### src/rtl/mod_exp_pkg.sv
// Shared types for the modular exponentiation controller: FSM state encoding
// and default operand/exponent widths.
package mod_exp_pkg;

   localparam int WIDTH_DEF     = 16;
   localparam int EXP_WIDTH_DEF = 16;
   localparam int IDX_W         = $clog2(EXP_WIDTH_DEF);

   typedef enum logic [2:0] {
      IDLE,
      BASE_ISSUE,
      BASE_WAIT,
      SQ_ISSUE,
      SQ_WAIT,
      MUL_ISSUE,
      MUL_WAIT,
      DONE
   } state_t;

endpackage

### src/rtl/exp_msb_finder.sv
// Priority encoder: position of the highest set exponent bit, plus a flag for
// an all-zero exponent.
module exp_msb_finder
   import mod_exp_pkg::*;
#(
   parameter int EXP_WIDTH = EXP_WIDTH_DEF,
   parameter int IW        = IDX_W
) (
   input  logic [EXP_WIDTH-1:0] exponent,
   output logic [IW-1:0]        msb_idx,
   output logic                 zero
);

   always_comb begin
      msb_idx = '0;
      zero    = 1'b1;
      for (int i = 0; i < EXP_WIDTH; i++) begin
         if (exponent[i]) begin
            msb_idx = IW'(i);
            zero    = 1'b0;
         end
      end
   end

endmodule

### src/rtl/mod_exp_ctrl.sv
// Left-to-right square-and-multiply controller driving an external reducer.
// MODEXP_SKIP_LEADING_ZEROS_EN starts the scan at the highest set exponent bit.
module mod_exp_ctrl
   import mod_exp_pkg::*;
#(
   parameter int WIDTH     = WIDTH_DEF,
   parameter int EXP_WIDTH = EXP_WIDTH_DEF
) (
   input  logic                 clk_in,
   input  logic                 rst_n_in,
   input  logic                 start_in,
   input  logic [WIDTH-1:0]     base_in,
   input  logic [EXP_WIDTH-1:0] exponent_in,
   input  logic [WIDTH-1:0]     modulus_in,
   output logic [WIDTH-1:0]     result_out,
   output logic                 busy_out,
   output logic                 valid_out,
   output logic                 error_out,
   output logic [2*WIDTH-1:0]   red_value_out,
   output logic [WIDTH-1:0]     red_modulus_out,
   output logic                 red_ready_out,
   input  logic [WIDTH-1:0]     red_value_in,
   input  logic                 red_busy_in,
   input  logic                 red_valid_in,
   output state_t               state_out
);

   localparam int IW = (EXP_WIDTH > 1) ? $clog2(EXP_WIDTH) : 1;

   // Handshake: red_ready_out pulses for one cycle with red_value_out and
   // red_modulus_out valid; only issued while red_busy_in is low, and the next
   // issue waits for the single red_valid_in pulse answering the previous one.

   state_t               state_q, state_d;
   logic [WIDTH-1:0]     base_q, acc_q;
   logic [EXP_WIDTH-1:0] exp_q;
   logic [IW-1:0]        idx_q, idx_init;
   logic                 accept, issue, last_bit, skip_all;
   logic [2*WIDTH-1:0]   issue_value;

   assign accept    = (state_q == IDLE) && start_in;
   assign last_bit  = (idx_q == '0);
   assign busy_out  = (state_q != IDLE);
   assign state_out = state_q;

`ifdef MODEXP_SKIP_LEADING_ZEROS_EN
   logic [IW-1:0] msb_idx;
   logic          msb_zero;
   logic          exp_zero_q;

   exp_msb_finder #(.EXP_WIDTH(EXP_WIDTH), .IW(IW)) u_msb_finder (
      .exponent (exponent_in),
      .msb_idx  (msb_idx),
      .zero     (msb_zero)
   );

   assign idx_init = msb_idx;
   assign skip_all = exp_zero_q;

   always_ff @(posedge clk_in or negedge rst_n_in) begin
      if (!rst_n_in)   exp_zero_q <= 1'b0;
      else if (accept) exp_zero_q <= msb_zero;
   end
`else
   assign idx_init = IW'(EXP_WIDTH - 1);
   assign skip_all = 1'b0;
`endif

   always_ff @(posedge clk_in or negedge rst_n_in) begin
      if (!rst_n_in) state_q <= IDLE;
      else           state_q <= state_d;
   end

   always_comb begin
      state_d     = state_q;
      issue       = 1'b0;
      issue_value = {{WIDTH{1'b0}}, base_q};
      case (state_q)
         IDLE: begin
            if (start_in) state_d = (modulus_in == '0) ? DONE : BASE_ISSUE;
         end
         BASE_ISSUE: begin
            if (!red_busy_in) begin
               issue   = 1'b1;
               state_d = BASE_WAIT;
            end
         end
         BASE_WAIT: begin
            if (red_valid_in) state_d = skip_all ? DONE : SQ_ISSUE;
         end
         SQ_ISSUE: begin
            issue_value = (2*WIDTH)'(acc_q) * (2*WIDTH)'(acc_q);
            if (!red_busy_in) begin
               issue   = 1'b1;
               state_d = SQ_WAIT;
            end
         end
         SQ_WAIT: begin
            if (red_valid_in) begin
               if (exp_q[idx_q]) state_d = MUL_ISSUE;
               else if (last_bit) state_d = DONE;
               else state_d = SQ_ISSUE;
            end
         end
         MUL_ISSUE: begin
            issue_value = (2*WIDTH)'(acc_q) * (2*WIDTH)'(base_q);
            if (!red_busy_in) begin
               issue   = 1'b1;
               state_d = MUL_WAIT;
            end
         end
         MUL_WAIT: begin
            if (red_valid_in) state_d = last_bit ? DONE : SQ_ISSUE;
         end
         DONE:    state_d = IDLE;
         default: state_d = IDLE;
      endcase
   end

   always_ff @(posedge clk_in or negedge rst_n_in) begin
      if (!rst_n_in) begin
         base_q          <= '0;
         acc_q           <= '0;
         exp_q           <= '0;
         idx_q           <= '0;
         result_out      <= '0;
         valid_out       <= 1'b0;
         error_out       <= 1'b0;
         red_value_out   <= '0;
         red_modulus_out <= '0;
         red_ready_out   <= 1'b0;
      end else begin
         red_ready_out <= issue;
         valid_out     <= (state_q == DONE);
         error_out     <= (state_q == DONE) && (red_modulus_out == '0);
         if (issue) red_value_out <= issue_value;
         if (accept) begin
            base_q          <= base_in;
            exp_q           <= exponent_in;
            red_modulus_out <= modulus_in;
            idx_q           <= idx_init;
            // Modulus 1 (and the error case, modulus 0) must yield 0.
            acc_q           <= (modulus_in > WIDTH'(1)) ? WIDTH'(1) : '0;
         end
         if (red_valid_in) begin
            if (state_q == BASE_WAIT) base_q <= red_value_in;
            if (state_q == SQ_WAIT || state_q == MUL_WAIT) acc_q <= red_value_in;
         end
         if ((state_q == SQ_WAIT || state_q == MUL_WAIT) && state_d == SQ_ISSUE)
            idx_q <= idx_q - 1'b1;
         if (state_q == DONE) result_out <= acc_q;
      end
   end

endmodule
### config.mk
export PLATFORM = sky130hd
export DESIGN_NAME = mod_exp_ctrl
export DESIGN_NICKNAME = d
export VERILOG_FILES = /design/src/rtl/mod_exp_pkg.sv /design/src/rtl/exp_msb_finder.sv /design/src/rtl/mod_exp_ctrl.sv
export SDC_FILE = /design/constraint.sdc
export NUM_CORES = 1
export LEC_CHECK = 0
export ABC_AREA = 0
export CORE_MARGIN = 5
export CORE_UTILIZATION = 62
export CTS_CLUSTER_SIZE = 40
export DETAILED_ROUTE_END_ITERATION = 16
export PLACE_DENSITY_LB_ADDON = 0.12
export SLEW_MARGIN = 20
export SYNTH_ARGS = -nofsm -noshare
export SYNTH_HDL_FRONTEND = slang
export SYNTH_SLANG_ARGS = --single-unit
### constraint.sdc
create_clock -name clk_in -period 7.6 [get_ports clk_in]
set_clock_uncertainty 0.1 [all_clocks]
set_input_delay 0.76 -clock clk_in [delete_from_list [all_inputs] [get_ports clk_in]]
set_output_delay 0.76 -clock clk_in [all_outputs]
set_load 0.03 [all_outputs]
==> results.md, run 1 <==
- The number of design-rule violations left by the first detailed-router iteration is about 1200.
- The fraction of synthesis flops using an asynchronous set or reset pin is 1.00.
- The initialized floorplan defines between 60 and 70 standard-cell rows.
- Summing over every cut layer, the via total after detailed routing is approximately 17000.
- For the pin with the worst max-slew slack, the measured transition is 1.08 ns.
- Summed over all failing endpoints, the final setup total negative slack is 0 ns.
- Synthesis produced a netlist with a net count of just under 3000.
- Of the available clock period, the critical path in the final layout requires 0.933.
- After clock tree synthesis, the clock-pin slew on the worst setup and hold paths is about 0.060 ns.
- The most used flip-flop cell after synthesis is sky130_fd_sc_hd__dfrtp_1.
- The via count of the first global-routing pass is around 18000.
- Dividing the detail-routed via count by the number of cells gives approximately 5.8.
- The clock sink total is between 100 and 150.
- The flow ran to the end, and the final reports show no timing, DRC or antenna violations.
- The library cells used most frequently in the layout, excluding fill and tap cells, are sky130_fd_sc_hd__inv_1, sky130_fd_sc_hd__fa_1, sky130_fd_sc_hd__nand2_1.
- The overall die area is between 0.03 and 0.04 sq mm.
- Of the cells placed in the final design, the portion with a size suffix greater than 1 is 0.0575.
- STA classifies the critical path startpoint as a flip-flop.
- The register-to-register path setup slack is roughly 0.51 ns.
- The unique cell type count in the Yosys netlist is 72.
- The overall global routing resource usage is 0.327.
- The routed design could run at a clock period as short as between 7 and 8 ns.
- The remaining global-route overflow is 0.
- The required time reported for the critical path endpoint is around 7.8 ns.
- The TritonCTS clock tree is built.
- At the end of routability-driven placement, the weighted congestion stood at slightly above 0.9.
- The largest area contributor in the netlist is sky130_fd_sc_hd__fa_1.
- The most common cell after layout, fill and taps aside is sky130_fd_sc_hd__inv_1.
- The horizontal extent of the die is 195 microns.
- The number of I/O pins is 140.
- The buffers inserted during post-CTS setup optimization is 0.
- The worst pin sits at a relative slew slack of 0.278.
- The peak fanout along the critical path is 27.
- The sequential area share after synthesis is 0.144.
- The initial utilization of the core area, before any placement, comes to 0.629.
- The data arrival at the endpoint of the critical path is approximately 7.3 ns.
- The number of failing setup endpoints in the final timing report is 0.
- The clock latency on the worst-skew pair is between 0.4 and 0.5 ns.
- The number of failing hold endpoints at the final stage is 0.
- The final routed wirelength across all metal layers is 60500 microns.
- The max-slew violation count was 0.
- The buffer depth of the longest clock path is 2.
- The post-route antenna net violation count is 0.
- The number of enable-type register cells in the synthesized netlist is 0.
- The cell area after technology mapping is between 0.02 and 0.025 sq mm.
- The final net count is approximately 3100.
- The core box area is about 0.034 sq mm.
- Synthesis produced a netlist whose cell count is 2327.
- The total CTS buffers is 17.
- The category of the worst setup path capture point is a flip-flop.
- The HPWL after detailed placement is between 40000 and 50000 microns.
- The detail-routed net length per standard cell is 20.9 microns.
- In this run the worst hold path is classified as in -> async.
- Yosys printed 0 warnings.
- The first global-routing pass estimated about 98000 microns of wire.
- The detailed-router iteration count before antenna repair is 7.
- The classification of the worst setup path is reg -> reg.
- Ranked by total cell area, the synthesized netlist is headed by sky130_fd_sc_hd__fa_1, sky130_fd_sc_hd__dfrtp_1, sky130_fd_sc_hd__ha_1.
- The diode insertion count for antenna repair is 0.
- The area overhead of the layout relative to synthesis is 12.4%.
- For this run, design rule violations remaining after detail routing come to 0.
- Entering global routing, the biggest net connects approximately 70 pins.
- Input and output buffers added on the ports amount to around 140.
- Setup repair after global routing left no endpoint under its margin.
- The H-tree depth is 4.
- The share of synthesized area in the top cell type comes to 0.337.
- Timing would allow up to 141 MHz.
- The mean instance size in the synthesized netlist is a little over 9 sq um.
- The initial antenna violation count is 1.
- After synthesis the netlist holds a flip-flop and latch count of about 120.
- The max-cap check violation count is 0.
- CTS placed an instance of sky130_fd_sc_hd__clkbuf_16 at the clock tree root.
- The height of the die is slightly below 200 microns.
[state kept, by name, summed over array words and instances (netlist names)]
signal / cells
exp_q: 16
acc_q: 16
base_q: 16
red_ready_out: 1
state_out: 3
result_out: 16
idx_q: 4
red_modulus_out: 16
error_out: 1
valid_out: 1
red_value_out: 32
[path summary, 6_finish.rpt]
check                      startpoint                 to  cells after the start
min                          rst_n_in          exp_q[15]                      1
max in group asynchronous    rst_n_in  red_value_out[10]                      3
max                          acc_q[1]  red_value_out[23]                     25
min in group clk_in         exp_q[14]          exp_q[14]                      1
min reg2reg                 exp_q[14]          exp_q[14]                      1
max reg2reg                  acc_q[1]  red_value_out[23]                     25
[per-stage QoR]
step | util | std cells | setup WS [ns] | hold slack (ns) | area, sq um
after global placement | 0.689 | 2868 | 0.484 | 0.363 | 23200
after detailed placement | 0.689 | 2868 | 0.349 | 0.371 | 23200
after floorplan | - | 2327 | 1.13 | 0.352 | 21100
after CTS | 0.706 | 2900 | 0.319 | 0.285 | 23700
final | 0.707 | 2901 | 0.509 | 0.258 | 23800
after global routing | 0.707 | 2901 | 0.0906 | 0.315 | 23800
[kinds of logic after synthesis]
| group | after synthesis | share of synthesized area |
|---|---|---|
| compound gates | 259 | 0.0798 |
| xor+xnor | 55 | 0.0228 |
| fa+ha+maj | 564 | 0.460 |
| buf+inv | 601 | 0.107 |
| flops | 122 | 0.144 |
| mux | 64 | 0.0357 |
| simple gates | 662 | 0.150 |
[synthesized netlist by cell type, types with 4 or more instances]
master and n:
sky130_fd_sc_hd__a211o_1 4, sky130_fd_sc_hd__a211oi_1 9, sky130_fd_sc_hd__a21o_1 13, sky130_fd_sc_hd__a21oi_1 60
sky130_fd_sc_hd__a221oi_1 10, sky130_fd_sc_hd__a31oi_1 19, sky130_fd_sc_hd__and2_1 162, sky130_fd_sc_hd__and3_1 10
sky130_fd_sc_hd__buf_1 5, sky130_fd_sc_hd__clkbuf_1 100, sky130_fd_sc_hd__dfrtp_1 122, sky130_fd_sc_hd__fa_1 356
sky130_fd_sc_hd__ha_1 208, sky130_fd_sc_hd__inv_1 490, sky130_fd_sc_hd__mux2_1 24, sky130_fd_sc_hd__mux2_2 17
sky130_fd_sc_hd__mux2i_1 18, sky130_fd_sc_hd__mux4_2 5, sky130_fd_sc_hd__nand2_1 311, sky130_fd_sc_hd__nand2b_1 6
sky130_fd_sc_hd__nand3_1 25, sky130_fd_sc_hd__nand3b_1 5, sky130_fd_sc_hd__nand4_1 4, sky130_fd_sc_hd__nor2_1 72
sky130_fd_sc_hd__nor2b_1 9, sky130_fd_sc_hd__nor3_1 21, sky130_fd_sc_hd__nor3b_1 5, sky130_fd_sc_hd__nor4_1 6
sky130_fd_sc_hd__o211ai_1 4, sky130_fd_sc_hd__o21a_1 10, sky130_fd_sc_hd__o21ai_0 41, sky130_fd_sc_hd__o21ai_1 25
sky130_fd_sc_hd__o21bai_1 6, sky130_fd_sc_hd__o22ai_1 6, sky130_fd_sc_hd__o31ai_1 16, sky130_fd_sc_hd__or2_2 6
sky130_fd_sc_hd__or3_1 8, sky130_fd_sc_hd__xnor2_1 35, sky130_fd_sc_hd__xor2_1 20
[routing by layer]
metal / track usage / share of wire / vias up / wire length [microns]
li1: - / - / 7448 / -
met5: 0 / 0 / - / 0
met3: 0.0658 / 0.081 / 185 / 4910
met1: 0.422 / 0.39 / 8448 / 23400
met2: 0.539 / 0.48 / 729 / 29200
met4: 0.145 / 0.050 / 0 / 3030
[critical path, cell delays in order (launching register included)]
cell	delay, ns
sky130_fd_sc_hd__dfrtp_1	0.64
sky130_fd_sc_hd__buf_4	0.42
sky130_fd_sc_hd__and2_1	0.22
sky130_fd_sc_hd__inv_1	0.07
sky130_fd_sc_hd__fa_1	0.46
sky130_fd_sc_hd__fa_1	0.44
sky130_fd_sc_hd__inv_1	0.07
sky130_fd_sc_hd__ha_1	0.15
sky130_fd_sc_hd__inv_1	0.06
sky130_fd_sc_hd__fa_1	0.50
sky130_fd_sc_hd__inv_1	0.05
sky130_fd_sc_hd__fa_1	0.55
sky130_fd_sc_hd__inv_1	0.05
sky130_fd_sc_hd__fa_1	0.48
sky130_fd_sc_hd__inv_1	0.04
sky130_fd_sc_hd__ha_1	0.33
sky130_fd_sc_hd__and3_1	0.22
sky130_fd_sc_hd__a21oi_1	0.17
sky130_fd_sc_hd__a2111oi_0	0.10
sky130_fd_sc_hd__buf_4	0.19
sky130_fd_sc_hd__nor3b_1	0.37
sky130_fd_sc_hd__o21ai_1	0.21
sky130_fd_sc_hd__a311o_1	0.45
sky130_fd_sc_hd__xor2_1	0.22
sky130_fd_sc_hd__a221oi_1	0.32
sky130_fd_sc_hd__nor2_1	0.07
[what timing repair did]
| action | CTS | global route |
|---|---|---|
| resized for setup | 0 | 2 |
| hold buffers | 0 | 0 |
| hold endpoints to repair | 0 | 0 |
| endpoints found under the setup margin | 0 | 1 |
[final cells by class]
class                           instances  area [sq um]
Sequential cell                       122          3050
Inverter                              492          1850
Multi-Input combinational cell       1604         15800
Clock inverter                         13           116
Fill cell                            2655          9850
Timing Repair Buffer                  203          1900
Clock buffer                           19           453
Tap cell                              448           561
Power of run 1 is left out: the tool's default activity adds up to more than one toggle a clock period on the data nets, which glitch-free logic cannot reach.
==> run 2: changes to the inputs <==
- CORE_UTILIZATION: 62 -> 60
- clock period: 7.6 -> 7.7 ns (I/O delays scaled with it)
==> results.md, run 2 (synthesis results as in run 1) <==
- The HPWL after detailed placement is 45600 microns (-4.3%).
- The overall global routing resource usage is 0.305 (-0.0219).
- The clock latency on the worst-skew pair was 0.44 ns (about the same).
- The measured slew at the worst slew-check pin is 1.07 ns (-0.00579 ns).
- The number of design-rule violations left by the first detailed-router iteration came to 1252 (+0.64%).
- The via count of the first global-routing pass came to 17600 (-4.1%).
- The total CTS buffers is 17 (unchanged).
- The data arrival at the endpoint of the critical path was 7.39 ns (+0.09 ns).
- The number of failing setup endpoints in the final timing report was 0 (unchanged).
- The largest net degree at the start of global routing is 73 (+1.4%).
- The final net count was 3052 (-0.68%).
- The setup slack of the critical path after layout is 0.521 ns (+0.0128 ns).
- The final cell count without fillers is 2888 (-0.45%).
- The detailed-route via count came to 16500 (-1.9%).
- The last weighted congestion value of the routability-driven placer is 0.907 (-2.2%).
- Walking the worst path, the cells encountered are nand2_1 > fa_1 > fa_1 > inv_1 > fa_1 > fa_1 > fa_1 > inv_1 > fa_1 > inv_1 > ha_1 > a21o_1 > o2bb2ai_1 > a221o_1 > a22o_1 > a211oi_1 > o21ai_0 > xnor2_1 > a221oi_1 > nor2_1.
- The required time reported for the critical path endpoint was 7.91 ns (+0.10 ns).
- The number of port buffers is 139 (unchanged).
- The max-slew violation count is 0 (unchanged).
- The core box area is 0.0346 sq mm (+3.0%).
- The worst setup path is captured at a flip-flop.
- The top achievable clock speed is 139 MHz (-1.2%).
- In this run the worst setup path begins at base_q[1].
- The ratio of final minimum period to clock period is 0.932 (about the same).
- The area overhead of the layout relative to synthesis is 11.6%.
- The terminus of the critical flop-to-flop path is red_value_out[31].
- The H-tree depth is 4 (unchanged).
- The worst reg-to-reg path cell count came to 20 (-20%).
- In the layout the commonest cells are sky130_fd_sc_hd__inv_1, sky130_fd_sc_hd__fa_1, sky130_fd_sc_hd__nand2_1.
- Leaving out fill and tap cells, the most frequent cell in the layout is sky130_fd_sc_hd__inv_1.
- The worst hold-check slack is 0.289 ns (+0.0309 ns).
- The horizontal extent of the die is 198 microns (+1.6%).
- The gate family responsible for the most delay along the worst path is adder cells.
- The cell depth of the worst setup path is 20 (-20%).
- The cell with the most instances on the worst path is sky130_fd_sc_hd__fa_1.
- The delay of the slowest cell on the worst path is 0.94 ns (+0.30 ns).
- The number of flip-flops under the largest register name is 32 (unchanged).
- The overall die area is 0.0391 sq mm (+3.2%).
- The instance count after placement with tap cells included is 2855 (-0.45%).
- The CTS root buffer is sky130_fd_sc_hd__clkbuf_16.
- The placement row count is 68 (+1.5%).
- The share of cells above drive strength 1 is 0.0485 (-0.00896).
- The total DRC errors in the routed layout is 0 (unchanged).
- The wire length of the first global-routing pass is 93700 microns (-3.9%).
- The clock edge transition at the registers on the reported setup and hold paths was 0.07 ns (about the same).
- The final routed wirelength across all metal layers is 57900 microns (-4.2%).
- The kind of start point of the critical path is a flip-flop.
- The buffer and inverter count on the worst path is 3 (-5).
- The flow ran to the end, and the final reports show no timing, DRC or antenna violations.
- The detailed-route vias per instance is 5.71 (-1.5%).
- By startpoint and endpoint, the worst setup path is classified as reg -> reg.
- The register with the most flip-flops in the final layout is red_value_out.
- The cts-stage hold buffer count was 0 (unchanged).
- The starting density of the core was 0.610 (-0.0184).
- The remaining global-route overflow is 0 (unchanged).
- The buffers inserted during post-CTS setup optimization is 0 (unchanged).
- Setup repair after global routing left no endpoint under its margin.
- The detailed-router iteration count before antenna repair is 5 (-2).
- The setup slack after placement was 0.596 ns (+0.247 ns).
- The sum of negative setup slack came to 0 ns (unchanged).
- On the critical path, the stage with the largest delay is an instance of sky130_fd_sc_hd__dfrtp_1.
- The startpoint identified for the worst register-to-register timing path is base_q[1].
- The class of the tightest hold or removal check is in -> async.
- The number of instances resized during post-cts repair is 0 (unchanged).
- The max-cap check violation count is 0 (unchanged).
- The clock sink total was 122 (unchanged).
- The detail-routed net length per standard cell is 20.1 microns (-3.8%).
- The number of failing hold endpoints at the final stage was 0 (unchanged).
- The initial antenna violation count was 0 (-1).
- The buffer depth of the longest clock path is 2 (unchanged).
- The post-route antenna net violation count is 0 (unchanged).
- The timing endpoint of the critical path is red_value_out[31].
- The clock period minus worst slack was 7.18 ns (+0.0872 ns).
- The height of the die was 198 microns (+1.6%).
- The number of I/O pins is 140 (unchanged).
- The peak fanout along the critical path is 18 (-33%).
- TritonCTS built the clock tree.
- The register-to-register path setup slack was 0.52 ns (about the same).
- The tightest slew margin relative to the limit is 0.284 (+0.00588).
-- run 2: cell types whose count changed in the layout (fill, tap and decap cells not counted), moves of 2 or more --
| cell | change |
|---|---|
| sky130_fd_sc_hd__buf_4 | -19 |
| sky130_fd_sc_hd__clkinv_2 | -3 |
| sky130_fd_sc_hd__clkbuf_8 | -2 |
| sky130_fd_sc_hd__clkinv_4 | +2 |
| sky130_fd_sc_hd__inv_6 | +2 |
| sky130_fd_sc_hd__inv_8 | +2 |
-- run 2: how the worst min path moves through the flow --
stage | depth (start not counted) | slack [ns] | endpoint
finish | 1 | 0.29 | red_value_out[21]
global route | 1 | 0.35 | red_value_out[21]
CTS | 1 | 0.31 | red_value_out[24]
detailed placement | 1 | 0.37 | exp_q[6]
global placement | 1 | 0.36 | exp_q[0]
floorplan | 1 | 0.35 | exp_q[2]
-- run 2: stage by stage --
stage / util / area, sq um
CTS: 0.681 / 23600
global route: 0.681 / 23600
detailed placement: 0.664 / 23000
global placement: 0.664 / 23000
finish: 0.681 / 23600
floorplan: - / 21100
-- run 2: worst register-to-register path: cells and delay by family, from the launching register on --
family / cells / cell delay [ns]
flops: 1 / 0.94
xor+xnor: 1 / 0.17
fa+ha+maj: 7 / 3.42
compound gates: 7 / 2.02
simple gates: 2 / 0.26
buf+inv: 3 / 0.15
-- run 2: area by class of cell --
| class | count | area (sq um) |
|---|---|---|
| Fill cell | 2822 | 11000 |
| Sequential cell | 122 | 3050 |
| Clock inverter | 15 | 151 |
| Inverter | 492 | 1850 |
| Tap cell | 455 | 569 |
| Multi-Input combinational cell | 1604 | 15800 |
| Timing Repair Buffer | 182 | 1710 |
| Antenna cell | 1 | 2.50 |
| Clock buffer | 17 | 425 |
-- run 2: per-layer routing --
| metal | up-vias | global-route usage | share of wire |
|---|---|---|---|
| li1 | 7410 | - | - |
| met1 | 8349 | 0.407 | 0.40 |
| met2 | 601 | 0.516 | 0.50 |
| met3 | 130 | 0.0427 | 0.067 |
| met4 | 0 | 0.106 | 0.037 |
| met5 | - | 0 | 0 |
Power of run 2 is left out for the same reason.
==> run 3: changes to the inputs <==
- SKIP_LAST_GASP: not set -> 1
==> results of run 3 <==
The final DEF is identical to that of run 2; final timing and power are the same.
Power of run 3 is left out for the same reason.
==> variant 1: new RTL, flow settings as in run 3 <==
The option `MODEXP_SKIP_LEADING_ZEROS_EN` is turned on by a define.
--- a/src/rtl/mod_exp_ctrl.sv
+++ b/src/rtl/mod_exp_ctrl.sv
@@ -1,5 +1,7 @@
 // Left-to-right square-and-multiply controller driving an external reducer.
 // MODEXP_SKIP_LEADING_ZEROS_EN starts the scan at the highest set exponent bit.
+`define MODEXP_SKIP_LEADING_ZEROS_EN
+
 module mod_exp_ctrl
    import mod_exp_pkg::*;
 #(
Formal check against the unedited RTL: not equivalent (Yosys sat finds a counterexample within 4 cycles, from zero or initial values and one cycle with rst_n_in low).
==> variant 1 against run 3 <==
The flow now finishes with violations (design-rule violations). Maximum frequency grew 0.67%. Core utilization fell by 0.91 points. Critical path depth unchanged. Cell count increased by 2.5%. Routed wire length fell by 1.1%. Final area up 0.61%. Global-route usage shrank 0.45 points. Worst setup slack improved by 0.048 ns. Sequential cell count increased by 1. First-iteration DRC count shrank 31%. Sequential share of layout area barely moved. Area after synthesis up 0.62%. Critical path type unchanged. Highest routed layer unchanged.
Power is not shown: default switching activity piles up to over one toggle a cycle in this logic, so the estimate is an artifact.
==> variant 1: results (changes against run 3) <==
{| class="wikitable"
! Metric !! Value
|-
| Status || complete, but fails checks
|-
| Violated checks || design-rule violations
|-
| Part of the Yosys area used for sequential elements || 14.5% (+0.028 points)
|-
| Via density per instance || 5.65 (-1.0%)
|-
| Bufs w/o clock || 183 (+0.55%)
|-
| Metal2 WL || 27500 um (-4.8%)
|-
| Signal arrival time at the worst endpoint || 7.34 ns (-0.05 ns)
|-
| Detailed-route wire length per cell || 19.4 um (-3.5%)
|-
| Detail Placement HPWL || 45400 um (-0.46%)
|-
| Initial detailed-routing violation count || 858 (-31%)
|-
| Area post-placement || 23100 um^2 (+0.52%)
|-
| Routed met1 length || 23100 um (+0.13%)
|-
| Routability congestion estimate from global placement || 0.911 (+0.40%)
|-
| Count of multi-input gates || 1664 (+3.7%)
|-
| DRC viols || 2 (+2)
|-
| GR met3 Demand/Resource || 5.44% (+1.2 points)
|-
| Global routing usage on met2 || 49.3% (-2.4 points)
|-
| Net count, final || 3118 (+2.2%)
|-
| Via count of the first global-routing pass || 17900 (+2.0%)
|-
| Multi-input gate share of total cell area || 67.0% (-0.14 points)
|-
| Antenna diode instance count || 0 (-1)
|-
| Post-synthesis cell type count || 69 (-4.2%)
|-
| FF-to-FF End || red_value_out[30]$_DFFE_PN0P_
|-
| Share of post-route cells with drive strength above 1 || 4.16% (-0.69 points)
|-
| Total instance count after detailed placement || 2927 (+2.5%)
|-
| Number of non-clock inverters in the layout || 496 (+0.81%)
|-
| Clock-cell share || 2.54% (+0.091 points)
|}
variant 1: cell families (layout without fill, tap and decap cells):
logic type,after synthesis,count (layout),synth area share (%)
simple gates,729,729,15.9
buf+inv,615,711,10.9
fa+ha+maj,564,564,45.7
compound gates,283,283,8.75
flops,123,123,14.5
xor+xnor,53,53,2.18
mux,35,35,2.03
variant 1: critical path, stage by stage, from the launching register on:
cell	delay, ns
sky130_fd_sc_hd__dfrtp_1	1.08
sky130_fd_sc_hd__nand2_1	0.21
sky130_fd_sc_hd__fa_1	0.56
sky130_fd_sc_hd__fa_1	0.57
sky130_fd_sc_hd__fa_1	0.45
sky130_fd_sc_hd__fa_1	0.54
sky130_fd_sc_hd__inv_1	0.05
sky130_fd_sc_hd__fa_1	0.47
sky130_fd_sc_hd__inv_1	0.05
sky130_fd_sc_hd__fa_1	0.47
sky130_fd_sc_hd__inv_1	0.04
sky130_fd_sc_hd__ha_1	0.35
sky130_fd_sc_hd__nand2_1	0.07
sky130_fd_sc_hd__nor2_1	0.17
sky130_fd_sc_hd__nand2_1	0.08
sky130_fd_sc_hd__o21a_1	0.29
sky130_fd_sc_hd__o311ai_1	0.52
sky130_fd_sc_hd__nand2_1	0.24
sky130_fd_sc_hd__and4_1	0.27
sky130_fd_sc_hd__o32ai_1	0.28
sky130_fd_sc_hd__o21ai_0	0.12
variant 1: worst max-delay path by stage:
stage                                                to  slack (ns)  depth (start not counted)
after floorplan           red_value_out[31]$_DFFE_PN0P_        1.46                         23
after CTS                 red_value_out[21]$_DFFE_PN0P_        0.69                         20
after detailed placement  red_value_out[30]$_DFFE_PN0P_        0.68                         22
final                     red_value_out[30]$_DFFE_PN0P_        0.57                         20
after global placement    red_value_out[30]$_DFFE_PN0P_        0.75                         22
after global routing      red_value_out[30]$_DFFE_PN0P_        0.34                         22
==> variant 2: new RTL, settings of run 3 <==
Without the edit above. Put one more register stage on the output `red_value_out`. The value now appears one clock later. The other outputs are not delayed to match. Comments in the files are not updated.
--- a/src/rtl/mod_exp_ctrl.sv
+++ b/src/rtl/mod_exp_ctrl.sv
@@ -26,6 +26,8 @@
 );
 
    localparam int IW = (EXP_WIDTH > 1) ? $clog2(EXP_WIDTH) : 1;
+
+   logic [2*WIDTH-1:0] red_value_s0;
 
    // Handshake: red_ready_out pulses for one cycle with red_value_out and
    // red_modulus_out valid; only issued while red_busy_in is low, and the next
@@ -126,14 +128,14 @@
          result_out      <= '0;
          valid_out       <= 1'b0;
          error_out       <= 1'b0;
-         red_value_out   <= '0;
+         red_value_s0    <= '0;
          red_modulus_out <= '0;
          red_ready_out   <= 1'b0;
       end else begin
          red_ready_out <= issue;
          valid_out     <= (state_q == DONE);
          error_out     <= (state_q == DONE) && (red_modulus_out == '0);
-         if (issue) red_value_out <= issue_value;
+         if (issue) red_value_s0 <= issue_value;
          if (accept) begin
             base_q          <= base_in;
             exp_q           <= exponent_in;
@@ -152,4 +154,8 @@
       end
    end
 
+   always_ff @(posedge clk_in) begin
+      red_value_out <= red_value_s0;
+   end
+
 endmodule
Function: changed (a bounded check fails within 4 cycles, from zero or initial values and one cycle with rst_n_in low).
==> variant 2 against run 3 <==
Final area is 2.5% higher. First-iteration DRC count is 12% lower. Sequential cell count is 32 higher. Worst setup slack better by 0.13 ns. Global-route usage is 0.46 points higher. Area after synthesis is 2.5% higher. Routed wire length is 2.0% higher. Critical path type unchanged. Critical endpoint is now red_value_s0[24]$_DFFE_PN0P_. Largest cell class unchanged. Highest routed layer unchanged.
Power is not shown: default switching activity piles up to over one toggle a cycle in this logic, so the estimate is an artifact.
==> variant 2: results (changes against run 3) <==
{| class="wikitable"
! Metric !! Value
|-
| Worst Reg-to-Reg Cells || 21 (+5.0%)
|-
| Initial detailed-routing violation count || 1096 (-12%)
|-
| Maximum number of pins on one net before global-route repair || 69 (-5.5%)
|-
| FF-to-FF End || red_value_s0[24]$_DFFE_PN0P_
|-
| Via density per instance || 5.74 (+0.55%)
|-
| Fillcell total || 2874 (+1.8%)
|-
| Synthesis Warnings || 0 (unchanged)
|-
| Post-synth ARST share || 79.2% (-21 points)
|-
| Post_cts resized || 0 (unchanged)
|-
| Path type of the worst min-delay path || reg -> reg
|-
| Post-synthesis net count || 2976 (+0.54%)
|-
| Routability congestion estimate from global placement || 0.954 (+5.1%)
|-
| Max transition margin || 19.8% (-8.6 points)
|-
| Total instance count after detailed placement || 2877 (+0.77%)
|-
| Cell at the root of the clock tree || sky130_fd_sc_hd__clkbuf_16
|-
| Max H-tree Level || 4 (unchanged)
|-
| Cell types occupying the most area after synthesis || sky130_fd_sc_hd__fa_1 33%, sky130_fd_sc_hd__dfrtp_1 14%, sky130_fd_sc_hd__ha_1 12%, sky130_fd_sc_hd__inv_1 8.5%, sky130_fd_sc_hd__nand2_1 5.4%
|-
| Antenna violations before repair || 1 (+1)
|-
| Mean cell area of the mapped netlist || 9.25 um^2 (+1.8%)
|-
| Largest stage delay on the critical path || 1.09 ns (+0.15 ns)
|-
| Worst reg-to-reg setup slack || 0.65 ns (+0.13 ns)
|-
| Worst Hold Path Cells || 0
|-
| Global-route wire length before repair || 95500 um (+1.9%)
|-
| Net count, final || 3068 (+0.52%)
|-
| Signal arrival time at the worst endpoint || 7.28 ns (-0.11 ns)
|-
| Total wirelength of the detailed-routed design || 59100 um (+2.0%)
|-
| Launch point of the worst reg-to-reg path || acc_q[5]$_DFF_PN0_
|-
| Part of the Yosys area used for sequential elements || 17.0% (+2.6 points)
|-
| Vias || 16700 (+1.3%)
|-
| Ranking of synthesized cells by instance count || 493 x sky130_fd_sc_hd__inv_1, 356 x sky130_fd_sc_hd__fa_1, 314 x sky130_fd_sc_hd__nand2_1
|-
| Detail Placement HPWL || 46200 um (+1.3%)
|-
| Overall fraction of global-route tracks in use || 31.0% (+0.46 points)
|-
| Critical path fanouts, max || 24 (+6)
|-
| Via count of the first global-routing pass || 18000 (+2.3%)
|-
| Status || finished, final reports clean
|-
| Share of post-route cells with drive strength above 1 || 5.43% (+0.58 points)
|}
## variant 2: cell families after synthesis
group	share of synthesized area, %
and+or+nand+nor	13.8
xor gates and xnor gates	2.43
muxes	3.48
adders and majority gates	44.9
AOI/OAI and AO/OA	7.76
DFF	17.0
buffers and inverters	10.5
## variant 2: worst max path at each step
stage | startpoint | endpoint | slack [ns] | depth (start not counted)
floorplan | acc_q[7]$_DFF_PN0_ | red_value_s0[23]$_DFFE_PN0P_ | 1.35 | 26
global placement | acc_q[5]$_DFF_PN0_ | red_value_s0[24]$_DFFE_PN0P_ | 0.87 | 24
detailed placement | acc_q[5]$_DFF_PN0_ | red_value_s0[24]$_DFFE_PN0P_ | 0.72 | 21
CTS | acc_q[5]$_DFF_PN0_ | red_value_s0[28]$_DFFE_PN0P_ | 0.71 | 21
global route | acc_q[5]$_DFF_PN0_ | red_value_s0[24]$_DFFE_PN0P_ | 0.37 | 24
finish | acc_q[5]$_DFF_PN0_ | red_value_s0[24]$_DFFE_PN0P_ | 0.65 | 21
## variant 2: layer usage
layer	up-vias	GRT usage, %	part of all wire, %	wire, um
li1	7424	-	-	-
met1	8489	39.1	38	22200
met2	618	53.7	51	30000
met3	181	3.98	6.2	3650
met4	0	14.1	5.4	3180
met5	-	0	0	0
## variant 2: layout make-up
| class | instances | area (um^2) | area share [%] |
|---|---|---|---|
| multi-input combinational | 1584 | 15700 | 65.0 |
| sequential | 154 | 3690 | 15.3 |
| timing repair buffer | 184 | 1750 | 7.25 |
| clock buffer | 18 | 439 | 1.82 |
| tap | 461 | 577 | 2.39 |
| inverter | 494 | 1850 | 7.67 |
| clock inverter | 14 | 136 | 0.564 |
| antenna | 2 | 5.00 | 0.0207 |
## variant 2: critical path: cells and delay by family (launching register included)
kind            cells  cell delay [ns]
compound gates      6             1.65
flops               1             1.09
fa+ha+maj           7             3.43
buf+inv             5             0.24
xor+xnor            1             0.13
simple gates        2             0.29
## variant 2: metrics by stage
stage | setup slack, ns | hold slack [ns] | instance area (um^2)
global route | 0.369 | 0.277 | 24200
CTS | 0.710 | 0.269 | 24200
detailed placement | 0.724 | 0.257 | 23600
floorplan | 1.35 | 0.247 | 21700
finish | 0.652 | 0.269 | 24200
global placement | 0.865 | 0.253 | 23600
